$ cat src/rtl/rx_fifo_pkg.sv
// rx_fifo_pkg: shared defaults for the receive-side byte FIFO.
//   FIFO_DATA_WIDTH : default stored word width in bits
//   FIFO_DEPTH      : default number of entries (power of two, >= 2)
//   FIFO_PTR_W      : pointer width derived from FIFO_DEPTH
package rx_fifo_pkg;
  localparam int FIFO_DATA_WIDTH = 8;
  localparam int FIFO_DEPTH      = 8;
  localparam int FIFO_PTR_W      = $clog2(FIFO_DEPTH);
endpackage : rx_fifo_pkg

$ cat src/rtl/fifo_ctrl.sv
// fifo_ctrl: pointer, occupancy and flag logic for rx_fifo.
//   clk      : system clock, rising edge
//   n_rst    : asynchronous active-low reset
//   w_enable : push request, accepted when not full
//   r_enable : pop request, accepted when not empty
//   wptr     : storage index for the next write
//   rptr     : storage index of the head entry
//   w_strobe : high when the push is accepted on the coming edge
//   empty    : no entries stored
//   full     : DEPTH entries stored
module fifo_ctrl
  import rx_fifo_pkg::*;
#(
  parameter int PTR_W = FIFO_PTR_W
) (
  input  logic             clk,
  input  logic             n_rst,
  input  logic             w_enable,
  input  logic             r_enable,
  output logic [PTR_W-1:0] wptr,
  output logic [PTR_W-1:0] rptr,
  output logic             w_strobe,
  output logic             empty,
  output logic             full
);

  localparam logic [PTR_W-1:0] PTR_ONE    = {{(PTR_W-1){1'b0}}, 1'b1};
  localparam logic [PTR_W:0]   CNT_ONE    = {{PTR_W{1'b0}}, 1'b1};
  // DEPTH is a power of two, so DEPTH == 1 << PTR_W.
  localparam logic [PTR_W:0]   FULL_COUNT = {1'b1, {PTR_W{1'b0}}};

  logic [PTR_W-1:0] wptr_q, wptr_d;
  logic [PTR_W-1:0] rptr_q, rptr_d;
  logic [PTR_W:0]   count_q, count_d;
  logic             w_accept_s;
  logic             r_accept_s;
  logic             empty_s;
  logic             full_s;

  // Flags decode the occupancy register only, never the enables.
  assign empty_s = (count_q == {(PTR_W+1){1'b0}});
  assign full_s  = (count_q == FULL_COUNT);

  // Accept decisions and next-state pointers/count.
  always_comb begin
    w_accept_s = w_enable & ~full_s;
    r_accept_s = r_enable & ~empty_s;
    wptr_d     = wptr_q;
    rptr_d     = rptr_q;
    count_d    = count_q;
    if (w_accept_s) begin
      wptr_d = wptr_q + PTR_ONE;
    end else begin
      wptr_d = wptr_q;
    end
    if (r_accept_s) begin
      rptr_d = rptr_q + PTR_ONE;
    end else begin
      rptr_d = rptr_q;
    end
    case ({w_accept_s, r_accept_s})
      2'b10:   count_d = count_q + CNT_ONE;
      2'b01:   count_d = count_q - CNT_ONE;
      default: count_d = count_q;
    endcase
  end

  // Pointer and occupancy registers.
  always_ff @(posedge clk or negedge n_rst) begin
    if (!n_rst) begin
      wptr_q  <= {PTR_W{1'b0}};
      rptr_q  <= {PTR_W{1'b0}};
      count_q <= {(PTR_W+1){1'b0}};
    end else begin
      wptr_q  <= wptr_d;
      rptr_q  <= rptr_d;
      count_q <= count_d;
    end
  end

  assign wptr     = wptr_q;
  assign rptr     = rptr_q;
  assign w_strobe = w_accept_s;
  assign empty    = empty_s;
  assign full     = full_s;

endmodule : fifo_ctrl

$ cat src/rtl/rx_fifo.sv
// rx_fifo: first-word-fall-through receive FIFO.
//   clk      : system clock, rising edge
//   n_rst    : asynchronous active-low reset, clears contents and storage
//   r_enable : pop the head entry on the next edge if not empty
//   w_enable : push w_data on the next edge if not full
//   w_data   : word to push
//   r_data   : head (oldest) entry, combinational from storage
//   empty    : no entries stored
//   full     : DEPTH entries stored
module rx_fifo
  import rx_fifo_pkg::*;
#(
  parameter int DATA_WIDTH = FIFO_DATA_WIDTH,
  parameter int DEPTH      = FIFO_DEPTH
) (
  input  logic                  clk,
  input  logic                  n_rst,
  input  logic                  r_enable,
  input  logic                  w_enable,
  input  logic [DATA_WIDTH-1:0] w_data,
  output logic [DATA_WIDTH-1:0] r_data,
  output logic                  empty,
  output logic                  full
);

  localparam int PTR_W = $clog2(DEPTH);

  logic [DATA_WIDTH-1:0] mem_q [DEPTH];
  logic [DATA_WIDTH-1:0] mem_d [DEPTH];
  logic [PTR_W-1:0]      wptr_s;
  logic [PTR_W-1:0]      rptr_s;
  logic                  w_strobe_s;

  fifo_ctrl #(
    .PTR_W (PTR_W)
  ) u_ctrl (
    .clk      (clk),
    .n_rst    (n_rst),
    .w_enable (w_enable),
    .r_enable (r_enable),
    .wptr     (wptr_s),
    .rptr     (rptr_s),
    .w_strobe (w_strobe_s),
    .empty    (empty),
    .full     (full)
  );

  // Next storage contents: only the addressed entry changes on an accepted write.
  always_comb begin
    mem_d = mem_q;
    if (w_strobe_s) begin
      mem_d[wptr_s] = w_data;
    end else begin
      mem_d = mem_q;
    end
  end

  // Storage array; reset clears every entry so r_data reads 0 after reset.
  always_ff @(posedge clk or negedge n_rst) begin
    if (!n_rst) begin
      for (int i = 0; i < DEPTH; i++) begin
        mem_q[i] <= {DATA_WIDTH{1'b0}};
      end
    end else begin
      mem_q <= mem_d;
    end
  end

  // Reads are not destructive, so a stale head stays visible when empty.
  assign r_data = mem_q[rptr_s];

endmodule : rx_fifo

$ cat config.mk
export PLATFORM = sky130hd
export DESIGN_NAME = rx_fifo
export DESIGN_NICKNAME = d
export VERILOG_FILES = /design/src/rtl/rx_fifo_pkg.sv /design/src/rtl/fifo_ctrl.sv /design/src/rtl/rx_fifo.sv
export SDC_FILE = /design/constraint.sdc
export NUM_CORES = 1
export LEC_CHECK = 0
export CAP_MARGIN = 20
export CORE_ASPECT_RATIO = 0.8
export CORE_MARGIN = 5
export CORE_UTILIZATION = 49
export CTS_CLUSTER_DIAMETER = 100
export DETAILED_ROUTE_END_ITERATION = 7
export PLACE_DENSITY = 0.71
export SLEW_MARGIN = 5
export SYNTH_ARGS = -nofsm -noshare
export SYNTH_HDL_FRONTEND = slang
export SYNTH_SLANG_ARGS = --single-unit
$ cat constraint.sdc
create_clock -name clk -period 4.96 [get_ports clk]
set_input_delay 0.744 -clock clk [delete_from_list [all_inputs] [get_ports clk]]
set_output_delay 0.744 -clock clk [all_outputs]
set_load 0.01 [all_outputs]
==> results.ini <==
[worst_setup_path]
cpLargestDelayFamily=multiplexers
setup.worst_path.end_class=output pin
slowest_stage=dfrtp_1
critPathKind=reg2out
crit_fanout=9
crit_required_ns=4.22
max_stage_delay_ns=0.72
start_kind=flop
path_buf_inv=2
crit_chain=buf_8 -> mux4_2 -> mux2_2 -> clkdlybuf4s50_1
worstPathArrival_ns=2.57
regToRegSetupSlack_ns=1.85

[global_routing]
grt_overflow_total=0
grt_pass1_wl_mm=11.3
antenna_found_initial=0
grt_usage_pct=16.2
grt_start_max_net_pins=43
first_global_vias=2060

[final_layout]
fin_nets=269
layout-drive-gt1-share_pct=46.7
final_util_pct=55.8
antenna_cells=0
nFillCells=590
area_growth_pct=12.3
fin_area_um2=4080

[clock_network]
cts_buffers=9
clkTransAtPathRegs_ns=0.07
clock_latency_ns=0.34
cts_tree=built
cts_hold_buffers=0
postCtsSetupBuffers=0
htreeDepth=3
cts_resized=0
cts_root_buffer=clkbuf_8
cts_sinks=74
max-clock-path-buffers=2

[synth]
yosys.area.top_type=dfrtp_1
synth_top_family_by_area=multiplexers
syn_area_um2=3640
synth_cells=228
synthAdderAreaFrac_pct=2.27
synth_nets=246
yosys-top-cells-area=dfrtp_1 (51%), mux2_2 (18%), mux4_2 (9.9%), mux2_4 (6.6%), ha_1 (1.7%)
ys_seq_area_share_pct=50.9
synth-compound-area-share_pct=1.41
synth_top_area_share_pct=50.9
synth_simple_gate_area_share_pct=6.09
yosys_warnings=0
postSynthAreaPerCell_um2=15.9
synthXorXnorAreaFrac_pct=1.45
synth_seq_cells=74
ys_types=31
synthMuxAreaShare_pct=34.8

[placed_design]
dpl.hpwl_mm=4.23
globalplace.congestion=0.690
pre_cts_ws_ns=1.75
portBuffers=21
place_area_um2=3880

[floorplanning]
core-area_um2=7320
dieArea_um2=9250
die_h_um=87.0
initial_utilization_pct=49.7
rows=28
die_width_um=106
pin_count=22

[detailed_routing]
vias=1950
drc_errors=0
ant_nets=0
drt-total-wl_mm=6.65
routed_via_density=5.65
firstDrtPassIters=5
detail_route.wl_per_cell_um=19.3
drt_iter0_markers=56

[sta]
final.setup.tns_ns=0
grt_setup_unrepaired=false
max_freq_mhz=301
hold_viol=0
fin_crit_ns=3.32
post-route-period-util_pct=66.9
setup_violations=0
slew_headroom_pct=44.4
clock_skew_ns=0.00538
finalWorstSetupSlack_ns=1.64
tightest_slew_ns=0.834
final-max-slew-violation-count=0
whs_ns=0.463

[pwr]
power.share.clock_pct=15.7
peakVddDrop_mv=0.217
p_switching_w=0.000878
sw_frac_of_total_pct=30.9
power_leakage_nw=1.74
p_comb_share_pct=43.2
powerDensity_nw_per_um2=696
seq_power_share_pct=41.1
p_int_w=0.00196

[status]
outcome=completed

[run]
cap_violations=0

[min_path]
hp-class=in2async

power groups by stage:
stage          clock network, W  logic (W)  registers, W
6_report               0.000446    0.00123       0.00117
5_1_grt                0.000484    0.00133       0.00121
4_1_cts                0.000456    0.00121       0.00119
3_5_place_dp                  0    0.00121       0.00120
3_3_place_gp                  0    0.00118       0.00119
2_1_floorplan                 0    0.00101       0.00103
metal layers:
metal / global-route usage, % / part of all wire, % / up-vias
met5: 0 / 0 / -
met1: 23.1 / 51 / 1021
met4: 4.59 / 1.2 / 0
li1: - / - / 896
met2: 23.9 / 44 / 24
met3: 5.34 / 3.8 / 9
cell usage in the layout (no fill, tap or decap):
cell and count:
buf_4 2, bufinv_16 1, inv_1 5, nor4b_4 2, xnor2_1 5, dfrtp_1 74, mux2_2 58, buf_8 1
or4b_2 1, nand2b_1 1, or4_4 2, inv_6 1, clkinv_2 2, nor3b_1 3, clkbuf_8 9, clkinvlp_4 1
clkbuf_1 1, or4b_4 3, nand2_1 8, nor3_2 2, xor2_1 1, buf_2 1, fa_1 1, clkdlybuf4s50_1 20
o41ai_1 1, o311ai_0 1, mux2_4 16, clkinv_4 1, o211ai_1 1, ha_1 5, nor4_1 1, a21oi_1 2
a2111o_1 1, mux4_2 16, nand3_1 3, mux2i_1 1, o21ai_0 1
worst paths after layout:
check / startpoint / end / cells past startpoint
setup / recovery: u_ctrl.rptr[0]$_DFFE_PN0P_ / r_data[4] / 4
hold / removal: n_rst / mem_q[42]$_DFFE_PN0P_ / 1
setup reg to reg: u_ctrl.count_q[0]$_DFFE_PN0P_ / u_ctrl.count_q[3]$_DFFE_PN0P_ / 7
hold reg to reg: mem_q[7]$_DFFE_PN0P_ / mem_q[7]$_DFFE_PN0P_ / 1
max in group asynchronous: n_rst / mem_q[38]$_DFFE_PN0P_ / 2
min in group clk: mem_q[7]$_DFFE_PN0P_ / mem_q[7]$_DFFE_PN0P_ / 1
area by class of cell:
class	count	area [um^2]	share of cell area, %
sequential	74	1850	45.4
multi-input combinational	136	1670	40.9
timing repair buffer	24	235	5.76
clock buffer	10	128	3.13
tap	90	113	2.76
clock inverter	5	56.3	1.38
inverter	6	27.5	0.674
cells by family after synthesis:
family,count (synthesis)
AO/OA/AOI/OAI,7
flip-flops,74
adder cells (fa/ha/maj),6
XOR/XNOR,6
multiplexers,91
AND/OR/NAND/NOR,26
buffers and inverters,18
synthesized netlist by cell type:
cell type and n:
xor2_1 1, nor3b_1 3, clkbuf_1 4, o311ai_0 1, nor4b_4 2, buf_1 1, nand2b_1 1, dfrtp_1 74
nor4_1 1, o211ai_1 1, xnor2_1 5, or4_4 2, or4b_4 3, nor3_2 2, buf_6 5, nand3_1 3
buf_2 2, mux2i_1 1, a2111o_1 1, or4b_2 1, mux2_2 58, inv_1 5, o21ai_0 1, a21oi_1 2
inv_6 1, nand2_1 8, fa_1 1, o41ai_1 1, mux4_2 16, mux2_4 16, ha_1 5
sequential cells by signal (all words and copies together) (netlist names):
name,cells
u_ctrl.wptr,3
u_ctrl.rptr,3
mem_q,64
u_ctrl.count_q,4
per-stage QoR:
step                      power [W]  std cells
after floorplan             0.00205        228
after global placement      0.00237        329
after detailed placement    0.00241        329
after CTS                   0.00286        344
after global routing        0.00303        345
final                       0.00284        345
No activity file was read; power rests on OpenSTA's default activity.
==> edit, RTL diff (same flow settings) <==
The package constant `FIFO_DATA_WIDTH` goes from 8 to 6.
--- a/src/rtl/rx_fifo_pkg.sv
+++ b/src/rtl/rx_fifo_pkg.sv
@@ -3,7 +3,7 @@
 //   FIFO_DEPTH      : default number of entries (power of two, >= 2)
 //   FIFO_PTR_W      : pointer width derived from FIFO_DEPTH
 package rx_fifo_pkg;
-  localparam int FIFO_DATA_WIDTH = 8;
+  localparam int FIFO_DATA_WIDTH = 6;
   localparam int FIFO_DEPTH      = 8;
   localparam int FIFO_PTR_W      = $clog2(FIFO_DEPTH);
 endpackage : rx_fifo_pkg
Interface: changed (resized r_data and w_data); port bits go from 22 to 18. No check against the original RTL was run, so the function may have changed too.
==> edit against the unedited design <==
  * Worst hold slack gained 0.031 ns
  * Total power is 17% lower
  * Final area is 19% lower
  * Synthesized cell count fell by 18%
  * Worst setup slack got worse by 0.042 ns
  * Die area down 19%
  * Final cell count shrank 14%
  * Wire length decreased by 14%
  * Area after synthesis shrank 21%
  * Sequential cell count decreased by 16
  * Critical path type unchanged
==> edit: results (changes against the unedited design) <==
[global_routing]
grt_max_degree = 59  ; was 43
grt_pass1_wl_um = 9360  ; was 11300 um
grt_usage = 0.174  ; was 0.162
grt_pass1_vias = 1827  ; was 2060

[min_path]
hold_start = mem_q[1]
hp-class = flip-flop to flip-flop  ; was input pin to async pin

[logic_synthesis]
netlist_top_cells_count = 58 x dfrtp_1, 41 x mux2_2, 12 x mux2_4, 12 x mux4_2, 7 x nand2_1  ; was 74 x dfrtp_1, 58 x mux2_2, 16 x mux2_4, 16 x mux4_2, 8 x nand2_1
synth_nets = 204  ; was 246
synthTopCellsByArea = dfrtp_1 50%, mux2_2 16%, mux4_2 9.4%  ; was dfrtp_1 51%, mux2_2 18%, mux4_2 9.9%
synth_cell_types = 37  ; was 31
ys.flop_type = dfrtp_1  ; unchanged
yosysSeqAreaShare = 0.504  ; was 0.509

[place]
pre_cts_slack_ns = 1.68  ; was 1.75 ns
dpl.hpwl_um = 3850  ; was 4230 um
gp_congestion = 0.827  ; was 0.690
io_buffers = 17  ; was 21

[critical_path]
ff2ff_path_depth = 7  ; unchanged
startpoint = u_ctrl.rptr[0]  ; unchanged
crit_slowest_cell = dfrtp_1  ; unchanged
path_max_fanout = 14  ; was 9
slowest_delay_ns = 0.91  ; was 0.72 ns

[routing]
first_iter_violations = 78  ; was 56
post_drt_wl_per_cell_um = 19.4  ; was 19.3 um
first_pass_iters = 4  ; was 5
drtAntennaViolNets = 0  ; unchanged
viasPerCell = 5.59  ; was 5.65

[pwr]
leakage_nw = 1.42  ; was 1.74 nW
max-vdd-ir-drop_uv = 362  ; was 217 uV

[cts]
htreeDepth = 3  ; unchanged
cts_resized = 0  ; unchanged
cts_setup_buffers = 0  ; unchanged
clockBufferDepth = 2  ; unchanged
cts.clk_slew.worst_paths_ns = 0.06

[cells_and_area]
reg_top3 = mem_q x48, u_ctrl.count_q x4  ; was mem_q x64, u_ctrl.count_q x4
fillers = 480  ; was 590
nNetsFinal = 225  ; was 269
final_layout_size_suffix_gt1_frac = 0.421  ; was 0.467

[sta]
slew_headroom = 0.419  ; was 0.444
finalClockSkew_ns = 0.00625  ; was 0.00538 ns

[status]
outcome = complete, no violations  ; unchanged

## edit: layout make-up
class,count,area (um^2),share of cell area
tap,81,101,0.0306
clock buffer,15,186,0.0563
inverter,6,25.0,0.00756
multi-input combinational,116,1340,0.406
timing repair buffer,18,173,0.0522
sequential,58,1450,0.438
clock inverter,1,30.0,0.00907
## edit: where the power goes
part           internal (W)  switching (W)  leakage (nW)
registers          0.000715       0.000225         0.695
logic              0.000628       0.000328         0.612
clock network      0.000287       0.000175         0.110
total               0.00163       0.000728          1.42
## edit: critical path, delay by kind of cell, from the launching register on
family   cells  cell delay [ns]
mux          2             0.88
buf+inv      1             0.48
flops        1             0.91
## edit: per-stage QoR
stage	hold slack [ns]	instances	area [um^2]
CTS	0.491	295	3310
global placement	0.462	279	3090
global route	0.519	295	3310
floorplan	0.448	188	2880
finish	0.494	295	3310
detailed placement	0.477	279	3090
## edit: cell families (layout without fill, tap and decap cells)
group / after synthesis / after routing / share of synthesized area
AOI/OAI and AO/OA: 7 / 7 / 0.0178
xor gates and xnor gates: 6 / 6 / 0.0183
adders and majority gates: 6 / 6 / 0.0287
buffers and inverters: 14 / 40 / 0.0287
DFF: 58 / 58 / 0.504
muxes: 69 / 69 / 0.332
and+or+nand+nor: 28 / 28 / 0.0700
## edit: worst paths after layout
path | endpoint | slack [ns]
worst min register to register | mem_q[1] | 0.49
max in group asynchronous | mem_q[22] | 3.93
worst min-delay path | mem_q[1] | 0.49
worst max register to register | u_ctrl.count_q[3] | 1.82
worst max-delay path | r_data[0] | 1.60
min in group asynchronous | mem_q[41] | 0.54
## edit: per-layer routing
metal,wire length (um),share of wire,vias to the layer above,GRT usage
met5,0,0,-,0
met4,96,0.017,0,0.0625
met1,2620,0.46,858,0.217
li1,-,-,742,-
met3,260,0.045,11,0.0718
met2,2750,0.48,39,0.270
